$ cat src/rtl/mem_loader_pkg.sv
// Shared types and constants for the boot-time memory loader.
// Imported by mem_loader; see that file for the MEM_LOADER_VERIFY_EN build option.
package mem_loader_pkg;

    typedef enum logic [3:0] {
        IDLE,
        HDR_ADDR,
        HDR_LEN,
        DATA,
        WRITE,
        WAIT_W,
        READ,
        WAIT_R,
        DONE,
        ERROR
    } loader_state_t;

    localparam int         LOADER_HDR_BYTES  = 4;
    localparam logic [3:0] LOADER_WSTRB_WORD = 4'hF;

    // Place a stream byte into its little-endian lane of a 32-bit word.
    function automatic logic [31:0] insert_byte(input logic [31:0] word,
                                                input logic [1:0]  lane,
                                                input logic [7:0]  data);
        logic [31:0] result;
        result = word;
        result[lane*8 +: 8] = data;
        return result;
    endfunction

endpackage

$ cat src/rtl/mem_loader.sv
// Boot loader bus master: turns an addr/len/data byte stream into word writes.
// Define MEM_LOADER_VERIFY_EN to read back and compare every written word.
module mem_loader
    import mem_loader_pkg::*;
#(
    parameter int unsigned TIMEOUT_CYCLES = 1024
) (
    input  logic        clock,
    input  logic        reset,
    input  logic        rx_valid,
    input  logic [7:0]  rx_data,
    output logic        rx_ready,
    output logic        memory_valid,
    output logic        memory_instr,
    output logic [31:0] memory_addr,
    output logic [31:0] memory_wdata,
    output logic [3:0]  memory_wstrb,
    input  logic [31:0] memory_rdata,
    input  logic        memory_ready,
    output logic        load_busy,
    output logic        load_done,
    output logic        load_error
);

    localparam logic [1:0]  LAST_LANE = 2'(LOADER_HDR_BYTES - 1);
    localparam logic [31:0] TMO_LIMIT = 32'(TIMEOUT_CYCLES - 1);

    loader_state_t state_q, state_d;
    logic          run_q;
    logic [1:0]    lane_q, lane_d;
    logic [31:0]   addr_q, addr_d;
    logic [31:0]   len_q, len_d;
    logic [31:0]   wdata_q, wdata_d;
    logic [31:0]   tmo_q, tmo_d;
    logic          rx_fire;

    // run_q keeps rx_ready low while reset is asserted even though state is IDLE.
    assign rx_ready = run_q && (state_q inside {IDLE, HDR_ADDR, HDR_LEN, DATA});
    assign rx_fire  = rx_valid && rx_ready;

    assign memory_instr = 1'b0;
    assign memory_addr  = addr_q;
    assign memory_wdata = wdata_q;
    assign load_busy    = state_q inside {DATA, WRITE, WAIT_W, READ, WAIT_R};
    assign load_done    = (state_q == DONE);
    assign load_error   = (state_q == ERROR);

`ifndef MEM_LOADER_VERIFY_EN
    logic unused_rdata;
    assign unused_rdata = ^memory_rdata;
`endif

    always_comb begin
        // NOTE: every combinational output gets a default first so no path infers a latch.
        state_d      = state_q;
        lane_d       = lane_q;
        addr_d       = addr_q;
        len_d        = len_q;
        wdata_d      = wdata_q;
        tmo_d        = tmo_q;
        memory_valid = 1'b0;
        memory_wstrb = 4'h0;

        case (state_q)
            IDLE: begin
                if (rx_fire) begin
                    addr_d  = insert_byte(32'h0, 2'd0, rx_data);
                    lane_d  = 2'd1;
                    state_d = HDR_ADDR;
                end
            end
            HDR_ADDR: begin
                if (rx_fire) begin
                    addr_d = insert_byte(addr_q, lane_q, rx_data);
                    lane_d = lane_q + 2'd1;
                    if (lane_q == LAST_LANE) begin
                        state_d = (addr_d[1:0] != 2'b00) ? ERROR : HDR_LEN;
                    end
                end
            end
            HDR_LEN: begin
                if (rx_fire) begin
                    len_d  = insert_byte(len_q, lane_q, rx_data);
                    lane_d = lane_q + 2'd1;
                    if (lane_q == LAST_LANE) begin
                        state_d = (len_d == 32'h0) ? DONE : DATA;
                    end
                end
            end
            DATA: begin
                if (rx_fire) begin
                    wdata_d = insert_byte(wdata_q, lane_q, rx_data);
                    lane_d  = lane_q + 2'd1;
                    if (lane_q == LAST_LANE) begin
                        state_d = WRITE;
                    end
                end
            end
            WRITE: begin
                memory_valid = 1'b1;
                memory_wstrb = LOADER_WSTRB_WORD;
                tmo_d        = 32'd1;
                state_d      = WAIT_W;
            end
            WAIT_W: begin
                memory_wstrb = LOADER_WSTRB_WORD;
                // A completion arriving on the timeout cycle still counts.
                if (memory_ready) begin
`ifdef MEM_LOADER_VERIFY_EN
                    state_d = READ;
`else
                    addr_d  = addr_q + 32'd4;
                    len_d   = len_q - 32'd1;
                    state_d = (len_q == 32'd1) ? DONE : DATA;
`endif
                end else if (tmo_q >= TMO_LIMIT) begin
                    state_d = ERROR;
                end else begin
                    tmo_d = tmo_q + 32'd1;
                end
            end
`ifdef MEM_LOADER_VERIFY_EN
            READ: begin
                memory_valid = 1'b1;
                tmo_d        = 32'd1;
                state_d      = WAIT_R;
            end
            WAIT_R: begin
                if (memory_ready) begin
                    if (memory_rdata != wdata_q) begin
                        state_d = ERROR;
                    end else begin
                        addr_d  = addr_q + 32'd4;
                        len_d   = len_q - 32'd1;
                        state_d = (len_q == 32'd1) ? DONE : DATA;
                    end
                end else if (tmo_q >= TMO_LIMIT) begin
                    state_d = ERROR;
                end else begin
                    tmo_d = tmo_q + 32'd1;
                end
            end
`endif
            default: state_d = state_q;
        endcase
    end

    always_ff @(posedge clock or negedge reset) begin
        if (!reset) begin
            state_q <= IDLE;
            run_q   <= 1'b0;
            lane_q  <= 2'd0;
            addr_q  <= 32'h0;
            len_q   <= 32'h0;
            wdata_q <= 32'h0;
            tmo_q   <= 32'h0;
        end else begin
            // NOTE: state registers use non-blocking assignment so all update together at the edge.
            state_q <= state_d;
            run_q   <= 1'b1;
            lane_q  <= lane_d;
            addr_q  <= addr_d;
            len_q   <= len_d;
            wdata_q <= wdata_d;
            tmo_q   <= tmo_d;
        end
    end

endmodule

$ cat config.mk
export PLATFORM = sky130hd
export DESIGN_NAME = mem_loader
export DESIGN_NICKNAME = d
export VERILOG_FILES = /design/src/rtl/mem_loader_pkg.sv /design/src/rtl/mem_loader.sv
export SDC_FILE = /design/constraint.sdc
export NUM_CORES = 1
export LEC_CHECK = 0
export BUFFER_PORTS_ARGS = -buffer_cell sky130_fd_sc_hd__buf_2
export CORE_MARGIN = 5
export CORE_UTILIZATION = 55
export DETAILED_ROUTE_END_ITERATION = 8
export PLACE_DENSITY = 0.83
export SLEW_MARGIN = 20
export SYNTH_ARGS = -nofsm -noshare
export SYNTH_HDL_FRONTEND = slang
export SYNTH_SLANG_ARGS = --single-unit
$ cat constraint.sdc
create_clock -name clock -period 3.65 [get_ports clock]
set_input_delay 0.5475 -clock clock [delete_from_list [all_inputs] [get_ports clock]]
set_output_delay 0.5475 -clock clock [all_outputs]
set_load 0.02 [all_outputs]
==> results.yml <==
final_layout:
  syn_to_final_growth_pct: 14.5
  fin_util: 0.643
  n_antenna_cell: 0
  drive_above_1_share: 0.179
  fillers: 1144
  final_nets: 1014
cts:
  htree_levels: 4
  cts-buffers-inserted: 17
  cts-resized-gates: 0
  clockBufferDepth: 2
  ctsHoldBuffers: 0
  clock-root-buffer: "clkbuf_16"
  clk_pin_slew_ns: 0.06
  cts_tree: "yes"
  cts.sinks: 135
  clkLatencyLatePin_ns: 0.43
  post_cts_buffers: 0
drt:
  first_pass_iters: 5
  drt_wl_total_mm: 22.4
  drc: 0
  drt_iter0_drc: 874
  routedWlPerCell_microns: 19.4
  viasPerCell: 6.40
  route.vias.total: 7382
  ant_nets: 0
setup_path:
  path_class: "reg -> reg"
  startpoint_type: "register"
  rrSetupSlack_ns: 0.47
  cp_num_buf_inv: 2
  cp_cell_sequence: "inv_1, ha_1, nor4bb_2, buf_4, nand2_1, a41oi_1, or4_1, nor4_1, o22a_1"
  cp-end-kind: "register"
  path_max_fanout: 16
  cp_top_family: "simple AND/OR/NAND/NOR gates"
  critical-path-max-stage-delay_ns: 0.64
  crit_required_ns: 4.01
  crit_slowest_cell: "or4_1"
  crit_arrival_ns: 3.54
global_routing:
  grt_start_max_net_pins: 91
  grt_pass1_wl_mm: 36.7
  grt-ovfl-total: 0
  track_usage: 0.277
  antenna_found_initial: 0
  grt_pass1_vias: 7195
synth:
  synth_seq_cells: 135
  yosys-top-cells-area: "dfrtp_1, o21ai_0, nand2_1, nor2_1, a21oi_1"
  synth_top_family_by_area: "simple AND/OR/NAND/NOR gates"
  syn_nets: 953
  syn-cell-area_sq_um: 7820
  yosysSeqAreaShare: 0.432
  yosys.cell_types.count: 80
  synth_ff_type: "dfrtp_1"
  synth.largest_area_cell: "dfrtp_1"
  synthMuxAreaShare: 0.0237
  synth-compound-area-share: 0.199
  synth-xor-area-share: 0.0101
  synth_top_area_frac: 0.432
  avgSynthCellArea_sq_um: 8.70
  synth_adder_area_share: 0.0160
  synth_simple_gate_area_frac: 0.279
  synthCells: 899
  synth-async-reset-ratio: 1.00
  yosys_warnings: 0
  synth_edf_count: 0
place:
  routabilityCongestion: 0.923
  dp_hpwl_mm: 14.5
  dp_slack_ns: 0.633
  io_buffer_count: 84
timing:
  drv_slew: 0
  relSlewSlack: 0.309
  fin_skew_ns: 0.0110
  rsz0062_at_grt: "no"
  hold_viol: 0
  finalSetupViolCount: 0
  fin_crit_ns: 3.18
  clock.fmax_mhz: 315
  worst_slack_ns: 0.473
  period_share: 0.870
  setup_tns_ns: 0
  worstMarginPinSlew_ns: 1.03
power:
  powerDensity_nw_per_um2: 737
  finalPower_w: 0.00660
  leakagePower_nw: 3.99
  ir_worst_vdd_mv: 0.422
floorplan:
  dieWidth_microns: 129
  pin_count: 118
  initial_utilization: 0.561
  die_area_sq_um: 16700
  core_sq_um: 13900
  die_y_microns: 129
  rows: 43
run_status:
  status: "finished, final reports clean"
min_path:
  hold_path.class: "in -> async"
run:
  drv_cap: 0
-- cell usage in the layout (no fill, tap or decap), drive strengths merged, types with 5 or more instances in the layout --
cell,netlist,final
dfrtp,135,135
nand2,116,116
o21ai,105,105
buf,12,102
nor2,78,78
a21oi,50,50
nor3,36,36
nor2b,30,30
nand3,25,25
nor4,24,24
clkbuf,48,20
inv,16,19
a31oi,16,16
mux2i,14,14
a22oi,13,13
and2,12,12
nand4,12,12
nand2b,11,11
ha,10,10
and3,9,9
or4,9,9
xor2,8,8
o22ai,7,7
a221o,6,6
clkinv,0,6
nor3b,6,6
and4,5,5
or3,5,5
-- per-stage QoR --
step / hold slack, ns / area (sq um) / cells
detailed placement: 0.466 / 8390 / 1121
floorplan: 0.252 / 7820 / 899
global route: 0.282 / 8960 / 1153
finish: 0.187 / 8960 / 1153
CTS: 0.235 / 8960 / 1153
global placement: 0.456 / 8390 / 1121
-- final timing paths --
check | from | to | cells past startpoint
min | reset | memory_wdata[8] | 1
max in group asynchronous | reset | memory_addr[5] | 2
max | lane_q[0] | state_q[3] | 9
min reg2reg | memory_wdata[17] | memory_wdata[17] | 2
max reg2reg | lane_q[0] | state_q[3] | 9
min in group clock | memory_wdata[17] | memory_wdata[17] | 2
-- registers in the layout, summed over array words and instances (netlist names) --
name and flops:
lane_q 2, len_q 32, memory_addr 32, memory_wdata 32
run_q 1, state_q 4, tmo_q 32
-- power breakdown --
group,leakage [nW],total (W),switching [W],internal [W]
Clock,0.272,0.00165,0.000689,0.000964
Combinational,1.89,0.00258,0.00163,0.000949
Sequential,1.83,0.00237,0.000531,0.00184
-- kinds of logic (layout without fill, tap and decap cells) --
group,count (synthesis),count (layout)
AOI/OAI and AO/OA,252,252
buffers and inverters,76,150
adders and majority gates,10,10
muxes,18,18
xor gates and xnor gates,9,9
DFF,135,135
other,2,2
and+or+nand+nor,397,397
-- final cells by class --
| type | instances | area, sq um | area share |
|---|---|---|---|
| flip-flops and latches | 135 | 3380 | 0.377 |
| inverters | 16 | 60.1 | 0.00670 |
| clock inverters | 12 | 120 | 0.0134 |
| clock buffers | 20 | 447 | 0.0499 |
| repair buffers | 102 | 562 | 0.0627 |
| multi-input cells | 688 | 4170 | 0.465 |
| well taps | 180 | 225 | 0.0251 |
-- worst register-to-register path: cells and delay by family (launching register included) --
kind                       cells  cell delay [ns]
and+or+nand+nor                4             1.39
adders and majority gates      1             0.47
buffers and inverters          2             0.40
AOI/OAI and AO/OA              2             0.32
DFF                            1             0.54
-- synth_stat cells (4+ instances only) --
master	number
nand4_1	12
mux2_2	4
a221o_1	6
and2_1	12
and3_1	9
a32oi_1	4
inv_1	16
o211ai_1	4
nor4_2	5
a2bb2oi_1	4
o21ai_0	103
nor3_1	34
or4_1	6
nor3b_1	4
or3_1	5
nand3_1	24
a22oi_1	13
a22o_1	4
nor2_1	77
and4_1	5
nand2b_1	11
dfrtp_1	135
xor2_1	8
nand2_1	116
a31oi_1	16
buf_4	4
nor4_1	14
mux2i_1	14
ha_1	10
a21oi_1	50
nor2b_1	30
nor4_4	5
clkbuf_1	48
buf_2	6
o22ai_1	7
-- routing by layer --
metal | global-route usage | vias up | wire [microns]
met5 | 0 | - | 0
met4 | 0.149 | 0 | 944
met3 | 0.0680 | 82 | 2110
met2 | 0.416 | 386 | 10100
met1 | 0.373 | 3510 | 9210
li1 | - | 3404 | -
Power figures use the tool's default switching activity.
